--- src/rtl/tulip_dsp_pkg.sv ---
// Shared types and widths for the tulip DSP coefficient programming path.
package tulip_dsp_pkg;

  localparam int unsigned C_ADC_DWIDTH           = 24;
  localparam int unsigned C_USER_FILT_TAP_DWIDTH = 16;

  typedef enum logic [2:0] {
    S_IDLE      = 3'd0,
    S_LOAD_LUT  = 3'd1,
    S_LOAD_FIR  = 3'd2,
    S_LOAD_RVB  = 3'd3,
    S_WAIT_DONE = 3'd4,
    S_RUN       = 3'd5,
    S_ERROR     = 3'd6
  } prog_state_t;

  // Bits needed to hold the values 0..n-1, never less than one.
  function automatic int unsigned width_for(input int unsigned n);
    return (n <= 1) ? 1 : $clog2(n);
  endfunction

endpackage

--- src/rtl/dsp_prog_sequencer_if.sv ---
// Programming stream, target ports and status of the DSP programming sequencer.
interface dsp_prog_sequencer_if;
  import tulip_dsp_pkg::*;

  logic                              start;
  logic [C_ADC_DWIDTH-1:0]           prog_din;
  logic                              prog_din_valid;
  logic                              prog_din_ready;
  logic [C_ADC_DWIDTH-1:0]           lut_prog_dout;
  logic                              lut_prog_dout_valid;
  logic                              lut_prog_dout_ready;
  logic                              lut_prog_done;
  logic [C_USER_FILT_TAP_DWIDTH-1:0] fir_prog_dout;
  logic                              fir_prog_dout_valid;
  logic                              fir_prog_dout_ready;
  logic                              fir_prog_done;
  logic [C_USER_FILT_TAP_DWIDTH-1:0] rvb_prog_dout;
  logic                              rvb_prog_dout_valid;
  logic                              rvb_prog_dout_ready;
  logic                              rvb_prog_done;
  logic                              dsp_enable;
  logic                              busy;
  logic                              error;
  logic [2:0]                        state_dbg;

  modport master (
    input  start, prog_din, prog_din_valid,
    input  lut_prog_dout_ready, lut_prog_done,
    input  fir_prog_dout_ready, fir_prog_done,
    input  rvb_prog_dout_ready, rvb_prog_done,
    output prog_din_ready,
    output lut_prog_dout, lut_prog_dout_valid,
    output fir_prog_dout, fir_prog_dout_valid,
    output rvb_prog_dout, rvb_prog_dout_valid,
    output dsp_enable, busy, error, state_dbg
  );

  modport slave (
    output start, prog_din, prog_din_valid,
    output lut_prog_dout_ready, lut_prog_done,
    output fir_prog_dout_ready, fir_prog_done,
    output rvb_prog_dout_ready, rvb_prog_done,
    input  prog_din_ready,
    input  lut_prog_dout, lut_prog_dout_valid,
    input  fir_prog_dout, fir_prog_dout_valid,
    input  rvb_prog_dout, rvb_prog_dout_valid,
    input  dsp_enable, busy, error, state_dbg
  );

endinterface

--- src/rtl/prog_word_counter.sv ---
// Loadable word up-counter with a terminal-count flag against a supplied limit.
module prog_word_counter #(
  parameter int unsigned G_WIDTH = 4
) (
  input  logic               clk,
  input  logic               reset,
  input  logic               load,
  input  logic [G_WIDTH-1:0] load_val,
  input  logic               inc,
  input  logic [G_WIDTH-1:0] term_val,
  output logic [G_WIDTH-1:0] count,
  output logic               tc
);

  logic [G_WIDTH-1:0] count_q, count_d;

  always_comb begin
    count_d = count_q;
    if (load)
      count_d = load_val;
    else if (inc)
      count_d = count_q + 1'b1;
  end

  always_ff @(posedge clk) begin
    if (reset)
      count_q <= '0;
    else
      count_q <= count_d;
  end

  assign count = count_q;
  assign tc    = (count_q == term_val);

endmodule

--- src/rtl/dsp_prog_sequencer.sv ---
// Routes the post-reset coefficient stream to LUT, FIR and reverb in order,
// then holds the DSP chain disabled until every target reports done.
module dsp_prog_sequencer
  import tulip_dsp_pkg::*;
#(
  parameter int unsigned G_LUT_AWIDTH      = 10,
  parameter int unsigned G_FIR_NUM_TAPS    = 129,
  parameter int unsigned G_REVERB_NUM_TAPS = 64,
  parameter int unsigned G_DONE_TIMEOUT    = 1024
) (
  input logic                 clk,
  input logic                 reset,
  dsp_prog_sequencer_if.master bus
);

  localparam int unsigned C_LUT_N   = 2 ** G_LUT_AWIDTH;
  localparam int unsigned C_MAX_A   = (C_LUT_N > G_FIR_NUM_TAPS) ? C_LUT_N : G_FIR_NUM_TAPS;
  localparam int unsigned C_MAX_N   = (C_MAX_A > G_REVERB_NUM_TAPS) ? C_MAX_A : G_REVERB_NUM_TAPS;
  localparam int unsigned C_CW      = width_for(C_MAX_N);
  localparam int unsigned C_TW      = width_for(G_DONE_TIMEOUT);

  prog_state_t     state_q, state_d;
  logic [C_TW-1:0] timeout_q, timeout_d;
  logic            error_q, error_d;
  logic            enable_q, enable_d;
  logic            busy_q, busy_d;

  logic            din_ready;
  logic            lut_valid, fir_valid, rvb_valid;
  logic [C_CW-1:0] term_val;
  logic [C_CW-1:0] word_count;
  logic            word_tc;
  logic            hs;
  logic            start_ok;
  logic            all_done;
  logic            cnt_load;

  // Zero-latency routing: the active target's ready closes the handshake directly.
  always_comb begin
    din_ready = 1'b0;
    lut_valid = 1'b0;
    fir_valid = 1'b0;
    rvb_valid = 1'b0;
    term_val  = '0;
    case (state_q)
      S_LOAD_LUT: begin
        lut_valid = bus.prog_din_valid;
        din_ready = bus.lut_prog_dout_ready;
        term_val  = C_CW'(C_LUT_N - 1);
      end
      S_LOAD_FIR: begin
        fir_valid = bus.prog_din_valid;
        din_ready = bus.fir_prog_dout_ready;
        term_val  = C_CW'(G_FIR_NUM_TAPS - 1);
      end
      S_LOAD_RVB: begin
        rvb_valid = bus.prog_din_valid;
        din_ready = bus.rvb_prog_dout_ready;
        term_val  = C_CW'(G_REVERB_NUM_TAPS - 1);
      end
      default: ;
    endcase
  end

  assign hs       = bus.prog_din_valid & din_ready;
  assign start_ok = bus.start & (state_q inside {S_IDLE, S_RUN, S_ERROR});
  assign all_done = bus.lut_prog_done & bus.fir_prog_done & bus.rvb_prog_done;
  assign cnt_load = start_ok | (hs & word_tc);

  prog_word_counter #(
    .G_WIDTH (C_CW)
  ) u_word_counter (
    .clk      (clk),
    .reset    (reset),
    .load     (cnt_load),
    .load_val ('0),
    .inc      (hs),
    .term_val (term_val),
    .count    (word_count),
    .tc       (word_tc)
  );

  always_comb begin
    state_d   = state_q;
    timeout_d = timeout_q;
    error_d   = error_q;
    case (state_q)
      S_IDLE, S_RUN, S_ERROR: begin
        if (start_ok) begin
          state_d   = S_LOAD_LUT;
          timeout_d = '0;
          error_d   = 1'b0;
        end
      end
      S_LOAD_LUT: if (hs && word_tc) state_d = S_LOAD_FIR;
      S_LOAD_FIR: if (hs && word_tc) state_d = S_LOAD_RVB;
      S_LOAD_RVB: begin
        if (hs && word_tc) begin
          state_d   = S_WAIT_DONE;
          timeout_d = '0;
        end
      end
      S_WAIT_DONE: begin
        if (all_done) begin
          state_d = S_RUN;
        end else if (timeout_q == C_TW'(G_DONE_TIMEOUT - 1)) begin
          state_d = S_ERROR;
          error_d = 1'b1;
        end else begin
          timeout_d = timeout_q + 1'b1;
        end
      end
      default: state_d = S_IDLE;
    endcase
    enable_d = (state_d == S_RUN);
    busy_d   = state_d inside {S_LOAD_LUT, S_LOAD_FIR, S_LOAD_RVB, S_WAIT_DONE};
  end

  always_ff @(posedge clk) begin
    if (reset) begin
      state_q   <= S_IDLE;
      timeout_q <= '0;
      error_q   <= 1'b0;
      enable_q  <= 1'b0;
      busy_q    <= 1'b0;
    end else begin
      state_q   <= state_d;
      timeout_q <= timeout_d;
      error_q   <= error_d;
      enable_q  <= enable_d;
      busy_q    <= busy_d;
    end
  end

  assign bus.prog_din_ready      = din_ready;
  assign bus.lut_prog_dout       = bus.prog_din;
  assign bus.lut_prog_dout_valid = lut_valid;
  assign bus.fir_prog_dout       = bus.prog_din[C_USER_FILT_TAP_DWIDTH-1:0];
  assign bus.fir_prog_dout_valid = fir_valid;
  assign bus.rvb_prog_dout       = bus.prog_din[C_USER_FILT_TAP_DWIDTH-1:0];
  assign bus.rvb_prog_dout_valid = rvb_valid;
  assign bus.dsp_enable          = enable_q;
  assign bus.busy                = busy_q;
  assign bus.error               = error_q;
  assign bus.state_dbg           = state_q;

endmodule

--- src/flat_wrapper.sv ---
// flat-port wrapper written by rule: the top's interface ports become plain ports
module dsp_prog_sequencer_flat import tulip_dsp_pkg::*;
#(
  parameter int unsigned G_LUT_AWIDTH      = 10,
  parameter int unsigned G_FIR_NUM_TAPS    = 129,
  parameter int unsigned G_REVERB_NUM_TAPS = 64,
  parameter int unsigned G_DONE_TIMEOUT    = 1024
)
  (clk, reset, bus_start, bus_prog_din, bus_prog_din_valid, bus_lut_prog_dout_ready, bus_lut_prog_done, bus_fir_prog_dout_ready, bus_fir_prog_done, bus_rvb_prog_dout_ready, bus_rvb_prog_done, bus_prog_din_ready, bus_lut_prog_dout, bus_lut_prog_dout_valid, bus_fir_prog_dout, bus_fir_prog_dout_valid, bus_rvb_prog_dout, bus_rvb_prog_dout_valid, bus_dsp_enable, bus_busy, bus_error, bus_state_dbg);
  dsp_prog_sequencer_if bus_i ();
  input logic clk;
  input logic reset;
  input wire logic [$bits(bus_i.start)-1:0] bus_start;
  input wire logic [$bits(bus_i.prog_din)-1:0] bus_prog_din;
  input wire logic [$bits(bus_i.prog_din_valid)-1:0] bus_prog_din_valid;
  input wire logic [$bits(bus_i.lut_prog_dout_ready)-1:0] bus_lut_prog_dout_ready;
  input wire logic [$bits(bus_i.lut_prog_done)-1:0] bus_lut_prog_done;
  input wire logic [$bits(bus_i.fir_prog_dout_ready)-1:0] bus_fir_prog_dout_ready;
  input wire logic [$bits(bus_i.fir_prog_done)-1:0] bus_fir_prog_done;
  input wire logic [$bits(bus_i.rvb_prog_dout_ready)-1:0] bus_rvb_prog_dout_ready;
  input wire logic [$bits(bus_i.rvb_prog_done)-1:0] bus_rvb_prog_done;
  output wire logic [$bits(bus_i.prog_din_ready)-1:0] bus_prog_din_ready;
  output wire logic [$bits(bus_i.lut_prog_dout)-1:0] bus_lut_prog_dout;
  output wire logic [$bits(bus_i.lut_prog_dout_valid)-1:0] bus_lut_prog_dout_valid;
  output wire logic [$bits(bus_i.fir_prog_dout)-1:0] bus_fir_prog_dout;
  output wire logic [$bits(bus_i.fir_prog_dout_valid)-1:0] bus_fir_prog_dout_valid;
  output wire logic [$bits(bus_i.rvb_prog_dout)-1:0] bus_rvb_prog_dout;
  output wire logic [$bits(bus_i.rvb_prog_dout_valid)-1:0] bus_rvb_prog_dout_valid;
  output wire logic [$bits(bus_i.dsp_enable)-1:0] bus_dsp_enable;
  output wire logic [$bits(bus_i.busy)-1:0] bus_busy;
  output wire logic [$bits(bus_i.error)-1:0] bus_error;
  output wire logic [$bits(bus_i.state_dbg)-1:0] bus_state_dbg;
  assign bus_i.start = bus_start;
  assign bus_i.prog_din = bus_prog_din;
  assign bus_i.prog_din_valid = bus_prog_din_valid;
  assign bus_i.lut_prog_dout_ready = bus_lut_prog_dout_ready;
  assign bus_i.lut_prog_done = bus_lut_prog_done;
  assign bus_i.fir_prog_dout_ready = bus_fir_prog_dout_ready;
  assign bus_i.fir_prog_done = bus_fir_prog_done;
  assign bus_i.rvb_prog_dout_ready = bus_rvb_prog_dout_ready;
  assign bus_i.rvb_prog_done = bus_rvb_prog_done;
  assign bus_prog_din_ready = bus_i.prog_din_ready;
  assign bus_lut_prog_dout = bus_i.lut_prog_dout;
  assign bus_lut_prog_dout_valid = bus_i.lut_prog_dout_valid;
  assign bus_fir_prog_dout = bus_i.fir_prog_dout;
  assign bus_fir_prog_dout_valid = bus_i.fir_prog_dout_valid;
  assign bus_rvb_prog_dout = bus_i.rvb_prog_dout;
  assign bus_rvb_prog_dout_valid = bus_i.rvb_prog_dout_valid;
  assign bus_dsp_enable = bus_i.dsp_enable;
  assign bus_busy = bus_i.busy;
  assign bus_error = bus_i.error;
  assign bus_state_dbg = bus_i.state_dbg;
  dsp_prog_sequencer #(.G_LUT_AWIDTH(G_LUT_AWIDTH), .G_FIR_NUM_TAPS(G_FIR_NUM_TAPS), .G_REVERB_NUM_TAPS(G_REVERB_NUM_TAPS), .G_DONE_TIMEOUT(G_DONE_TIMEOUT)) u_core (.clk(clk), .reset(reset), .bus(bus_i));
endmodule
--- config.mk ---
export PLATFORM = sky130hd
export DESIGN_NAME = dsp_prog_sequencer_flat
export DESIGN_NICKNAME = d
export VERILOG_FILES = /design/src/rtl/tulip_dsp_pkg.sv /design/src/rtl/dsp_prog_sequencer_if.sv /design/src/rtl/prog_word_counter.sv /design/src/rtl/dsp_prog_sequencer.sv /design/src/flat_wrapper.sv
export SDC_FILE = /design/constraint.sdc
export NUM_CORES = 1
export LEC_CHECK = 0
export ABC_AREA = 0
export CAP_MARGIN = 20
export CELL_PAD_IN_SITES_DETAIL_PLACEMENT = 1
export CELL_PAD_IN_SITES_GLOBAL_PLACEMENT = 1
export CORE_UTILIZATION = 30
export DETAILED_ROUTE_END_ITERATION = 6
export PLACE_DENSITY = 0.85
export REMOVE_ABC_BUFFERS = 1
export SLEW_MARGIN = 20
export SYNTH_ARGS = -nofsm -noshare
export SYNTH_HDL_FRONTEND = slang
export SYNTH_SLANG_ARGS = --single-unit
--- constraint.sdc ---
create_clock -name clk -period 4.6 [get_ports clk]
set_clock_uncertainty 0.05 [all_clocks]
set_input_delay 0.69 -clock clk [delete_from_list [all_inputs] [get_ports clk]]
set_output_delay 0.69 -clock clk [all_outputs]
set_load 0.01 [all_outputs]
After elaboration in Yosys (flattened, before gate mapping)
Index checks and enable logic that the tools add are counted.
{"block": "op_classes", "addsub": 2, "n_eq_ne": 18, "muxes": 21, "bitwise_logic": 6, "n_reduce_logical": 10}
{"operator": "10-bit one-hot mux with 3 select lines", "count": 2}
{"operator": "10-bit 2-to-1 mux", "count": 4}
{"operator": "10-bit by 1-bit adder with 10-bit output (second input constant)", "count": 2}
{"operator": "3-bit 2-to-1 mux", "count": 6}
{"operator": "3-bit equality test (second input constant)", "count": 5}
{"operator": "3-bit one-hot mux with 5 select lines", "count": 1}
{"operator": "3-bit by 2-bit equality test with 1-bit output (second input constant)", "count": 4}
{"operator": "10-bit equality test", "count": 1}
{"operator": "10-bit equality test (second input constant)", "count": 1}
{"operator": "3-bit by 1-bit equality test with 1-bit output (second input constant)", "count": 2}
{"operator": "1-bit 2-to-1 mux", "count": 6}
{"operator": "2-bit by 1-bit inequality test with 1-bit output (second input constant)", "count": 3}
{"operator": "3-bit nonzero test", "count": 2}
{"operator": "1-bit bitwise AND", "count": 5}
{"operator": "5-bit AND reduction", "count": 1}
{"operator": "2-bit inequality test (second input constant)", "count": 2}
{"operator": "4-bit AND reduction", "count": 1}
{"operator": "4-bit nonzero test", "count": 1}
{"operator": "3-bit zero test", "count": 1}
{"operator": "1-bit one-hot mux with 3 select lines", "count": 1}
{"operator": "3-bit OR reduction", "count": 1}
{"operator": "1-bit one-hot mux with 2 select lines", "count": 1}
{"operator": "2-bit nonzero test", "count": 1}
{"operator": "2-bit OR reduction", "count": 1}
{"operator": "other kinds (2)", "count": 2}
{"block": "word_totals", "register_bits": 26, "input_bits": 34, "out_inout_bits": 66, "word_cells": 63}

Logic depth before layout (Yosys ltp)
{"block": "logic_depth", "word_depth": 8, "depth_mapped": 8, "mapped_depth_nobuf": 8}

Cells and area by module
From an unflattened synthesis, not the netlist that was laid out.
{"block": "unflattened", "hier_cells": 266, "hier_area_um2": 2112.0}
{"mod": "dsp_prog_sequencer", "n_inst": 1, "cells_each": 187, "area_per_inst_um2": 1443.9, "seq_area_each_um2": 320.3}
{"mod": "prog_word_counter", "n_inst": 1, "cells_each": 79, "area_per_inst_um2": 668.1, "seq_area_each_um2": 200.2}

Worst setup path before layout
OpenSTA, ideal clock, no wires.
{"block": "synth_path", "path_kind": "input-to-reg", "from": "input bus_rvb_prog_dout_ready", "to": "register u_core.busy_q, in the netlist u_core.bus.busy", "setup_ns": 0.121, "arrival_time_ns": 2.427, "required_ns": 4.429, "path_slack_ns": 2.002, "path_stages": 7, "path_buffers": 0, "cell_sequence": "mux2i_1 -> a2111oi_4 -> o211ai_2 -> nor3_1 -> a2bb2oi_2 -> nor3b_2 -> mux2_2"}
{"block": "synth_between", "elab_chain_cells": 7, "word_cells_on_any_way": 12, "classes_between": "4 x eq/ne; 5 x mux; 1 x bitwise; 2 x reduce/logical"}
{"item": "start, declared", "line": "flat_wrapper.sv:20", "source": "input wire logic [$bits(bus_i.rvb_prog_dout_ready)-1:0] bus_rvb_prog_dout_ready;"}
{"item": "1-bit one-hot mux with 3 select lines (*)", "line": "dsp_prog_sequencer.sv:45", "source": "case (state_q)"}
{"item": "1-bit bitwise AND (*)", "line": "dsp_prog_sequencer.sv:65", "source": "assign hs = bus.prog_din_valid & din_ready;"}
{"item": "1-bit logical AND (*)", "line": "dsp_prog_sequencer.sv:95, dsp_prog_sequencer.sv:96, dsp_prog_sequencer.sv:98"}
{"item": "3-bit 2-to-1 mux (on tied branches)", "line": "dsp_prog_sequencer.sv:98, dsp_prog_sequencer.sv:95, dsp_prog_sequencer.sv:96"}
{"item": "3-bit one-hot mux with 5 select lines (*)", "line": "dsp_prog_sequencer.sv:87", "source": "case (state_q)"}
{"item": "3-bit by 1-bit equality test with 1-bit output (tied with other cells)", "line": "dsp_prog_sequencer.sv:116", "source": "busy_d = state_d inside {S_LOAD_LUT, S_LOAD_FIR, S_LOAD_RVB, S_WAIT_DONE};"}
{"item": "4-bit nonzero test (*)", "line": "dsp_prog_sequencer.sv:116"}
{"item": "end signal, assigned", "line": "dsp_prog_sequencer.sv:131", "source": "busy_q <= busy_d;"}
{"item": "end, declared", "line": "dsp_prog_sequencer.sv:26", "source": "logic busy_q, busy_d;"}
Every way passes the cells marked *; elsewhere a longest branch is shown, timed or not.
A chain may end at the register's enable or synchronous reset.

Final worst setup path
{"block": "layout_path", "from": "register u_core.state_q[0], in the netlist u_core.bus.state_dbg[0]", "to": "register u_core.busy_q, in the netlist u_core.bus.busy"}
{"block": "layout_between", "elab_chain_cells": 8, "word_cells_on_any_way": 27, "classes_between": "11 x eq/ne; 9 x mux; 2 x bitwise; 5 x reduce/logical"}
{"item": "start, declared", "line": "dsp_prog_sequencer.sv:22", "source": "prog_state_t state_q, state_d;"}
{"item": "start signal, assigned", "line": "dsp_prog_sequencer.sv:127", "source": "state_q <= state_d;"}
{"item": "3-bit by 2-bit equality test with 1-bit output or 3-bit by 1-bit equality test with 1-bit output (tied branches)", "line": "dsp_prog_sequencer.sv:45, dsp_prog_sequencer.sv:87"}
{"item": "10-bit one-hot mux with 3 select lines or 1-bit one-hot mux with 3 select lines (tied branches)", "line": "dsp_prog_sequencer.sv:45"}
{"item": "10-bit equality test or 1-bit bitwise AND (tied branches)", "line": "prog_word_counter.sv:33, dsp_prog_sequencer.sv:65"}
{"item": "1-bit logical AND", "line": "dsp_prog_sequencer.sv:95, dsp_prog_sequencer.sv:96, dsp_prog_sequencer.sv:98"}
{"item": "3-bit 2-to-1 mux (on tied branches)", "line": "dsp_prog_sequencer.sv:98, dsp_prog_sequencer.sv:95, dsp_prog_sequencer.sv:96"}
{"item": "3-bit one-hot mux with 5 select lines (*)", "line": "dsp_prog_sequencer.sv:87"}
{"item": "3-bit by 1-bit equality test with 1-bit output (tied with other cells)", "line": "dsp_prog_sequencer.sv:116"}
{"item": "4-bit nonzero test (*)", "line": "dsp_prog_sequencer.sv:116"}
Marked as above.

==> results.json <==
{
  "timing.rr.end": "u_core.bus.busy$_SDFF_PP0_",
  "dpl_cell_area_um2": 1783,
  "reg2reg_depth": 7,
  "crit_path_end_kind": "flip-flop",
  "grt_pass1_wl_um": 8197,
  "wl_per_cell_um": 18.76,
  "cts-htree-levels": 1,
  "crit_path_start": "u_core.bus.state_dbg[0]$_SDFF_PP0_",
  "path_clk_slew_ps": 90,
  "synth_top_area_cell": "dfxtp_1",
  "rr_startpoint": "u_core.bus.state_dbg[0]$_SDFF_PP0_",
  "p_per_area_nw_per_um2": 220.8,
  "start_kind": "flip-flop",
  "rows": 29,
  "vdd_drop_max_uv": 76.81,
  "synth_edf_count": 0,
  "most-common-layout-cells": "nor2_1, dfxtp_1, clkdlybuf4s50_1",
  "r2r_setup_slack_ps": 1590,
  "drive_gt1_frac": 0.05825,
  "vias": 1598,
  "synth-seq-cells": 26,
  "crit_required_ps": 4720,
  "slew_violations": 0,
  "root_buffer": "clkbuf_8",
  "yosysWarnings": 0,
  "critPathArrivalTime_ps": 3130,
  "dieArea_um2": 6854,
  "cts_max_path_buffers": 2,
  "worst-setup-path-type": "flip-flop to flip-flop",
  "final_nets": 244,
  "detailedRoute.firstIterationViolations": 74,
  "crit_end": "u_core.bus.busy$_SDFF_PP0_",
  "finalInstanceArea_um2": 1824,
  "avgSynthCellArea_um2": 7.864,
  "start_util": 0.3101,
  "gr-usage-all-layers": 0.1590,
  "tns_ps": 0,
  "core_area_um2": 6314,
  "ctsResizeCount": 0,
  "fin_crit_ps": 3010,
  "p_total_mw": 0.4028,
  "status": "finished with violations",
  "place_congestion": 0.7624,
  "synth_flop_cell": "dfxtp_1",
  "mostFrequentLayoutCell": "nor2_1",
  "io_buffers": 19,
  "cts_setup_buffers": 0,
  "die_w_um": 82.79,
  "grt_setup_unrepaired": "no",
  "leakage_nw": 0.5952,
  "crit_fanout": 19,
  "synth_seq_area_share": 0.2658,
  "synth_area_leaders": "dfxtp_1, buf_4, nor2_1",
  "hp-class": "flip-flop to flip-flop",
  "ant_nets": 0,
  "postCtsHoldBufs": 0,
  "numCtsBuffers": 3,
  "finalCritPeriodShare": 0.6543,
  "synth-async-reset-ratio": 0,
  "overflow": 0,
  "grt_antenna_before_repair": 0,
  "grt_max_degree": 20,
  "holdWs_ps": 452.2,
  "io_pins": 100,
  "clkLatencyLatePin_ps": 270,
  "drt-total-wl_um": 5309,
  "area_growth_pct": -6.837,
  "num-fill-cells": 756,
  "clkSinkCount": 26,
  "grt_pass1_vias": 1572,
  "via_per_inst": 5.647,
  "syn_area_um2": 1958,
  "setup_violations": 0,
  "synth_top_area_share": 0.2658,
  "drt_pass1_iterations": 6,
  "die_y_um": 82.79,
  "antenna_cells": 0,
  "syn_inst": 249,
  "drc": 3,
  "cts_tree": "built",
  "slew_headroom": 0.5482,
  "maxCapViolations": 0,
  "violations": "DRC",
  "synth.distinct_cells": 45,
  "fmax_mhz": 332.2,
  "final-hold-violation-count": 0,
  "tightest_slew_ps": 672.0,
  "dp_hpwl_um": 3930
}
## worst min path at each step
stage	depth (start not counted)	from	to	slack, ps
6_report	1	u_core.timeout_q[6]$_SDFFE_PP0P_	u_core.timeout_q[6]$_SDFFE_PP0P_	450
5_1_grt	1	u_core.timeout_q[6]$_SDFFE_PP0P_	u_core.timeout_q[6]$_SDFFE_PP0P_	480
4_1_cts	1	u_core.timeout_q[6]$_SDFFE_PP0P_	u_core.timeout_q[6]$_SDFFE_PP0P_	450
3_5_place_dp	1	u_core.bus.error$_SDFFE_PP0P_	u_core.bus.error$_SDFFE_PP0P_	430
3_3_place_gp	1	u_core.bus.error$_SDFFE_PP0P_	u_core.bus.error$_SDFFE_PP0P_	410
2_1_floorplan	1	u_core.timeout_q[6]$_SDFFE_PP0P_	u_core.timeout_q[6]$_SDFFE_PP0P_	390
## registers in the layout, summed over array words and instances, names as in the netlist
register	flops
u_core.bus.dsp_enable	1
u_core.bus.error	1
u_core.u_word_counter.count	10
u_core.bus.busy	1
u_core.bus.state_dbg	3
u_core.timeout_q	10
## power by group
group / leakage, nW / switching (mW) / total (mW) / internal, mW
Combinational: 0.364 / 0.0231 / 0.0442 / 0.0210
Clock: 0.0216 / 0.0691 / 0.128 / 0.0587
Sequential: 0.210 / 0.00433 / 0.231 / 0.227
## synthesized netlist by cell type (2+ instances only)
cell	n
or3_1	3
and2_1	2
nand3_1	7
a211oi_1	3
o21ai_0	9
nor4_1	3
nor3_1	7
a21oi_1	13
mux2_2	2
ha_1	2
nand2b_1	2
buf_4	56
a31oi_1	6
nand2_1	18
mux2i_1	3
o31ai_1	3
inv_1	3
nand4_1	6
clkbuf_1	7
xnor2_1	3
nor2_1	29
and3_1	4
nor2b_1	3
xor2_1	7
dfxtp_1	26
a311oi_1	3
## critical path: stages (launching register included)
cell	delay, ps
dfxtp_1	740
mux2i_1	260
a2111oi_4	620
o211ai_2	230
nor3_1	260
a2bb2oi_2	190
nor3b_2	200
mux2_2	350
## final cells by class
| type | instances | area (um2) | area share |
|---|---|---|---|
| timing repair buffer | 19 | 190.2 | 0.1043 |
| sequential | 26 | 520.5 | 0.2853 |
| multi-input combinational | 155 | 964.7 | 0.5288 |
| inverter | 3 | 11.26 | 0.006173 |
| tap | 77 | 96.34 | 0.05281 |
| clock buffer | 3 | 41.29 | 0.02263 |
## per-layer routing
metal | routed length [um] | global-route usage | part of all wire | vias up
li1 | - | - | - | 734
met1 | 2461 | 0.2034 | 0.46 | 766
met2 | 2033 | 0.2049 | 0.38 | 93
met3 | 764 | 0.1158 | 0.14 | 5
met4 | 50 | 0.04310 | 0.0094 | 0
met5 | 0 | 0.01667 | 0 | -
## logic make-up (layout without fill, tap and decap cells)
group | count (synthesis) | in the layout | synth area share
xor+xnor | 10 | 10 | 0.04473
compound gates | 48 | 48 | 0.1815
simple gates | 90 | 90 | 0.2268
mux | 5 | 5 | 0.02684
flops | 26 | 26 | 0.2658
buf+inv | 68 | 25 | 0.2415
fa+ha+maj | 2 | 2 | 0.01278
## metrics by stage
step	std cells	util	worst slack, ps
2_1_floorplan	184	-	1922
3_3_place_gp	280	0.2824	1378
3_5_place_dp	280	0.2824	1308
4_1_cts	283	0.2889	1580
5_1_grt	283	0.2889	1396
6_report	283	0.2889	1590
No activity file was read; power rests on OpenSTA's default activity.
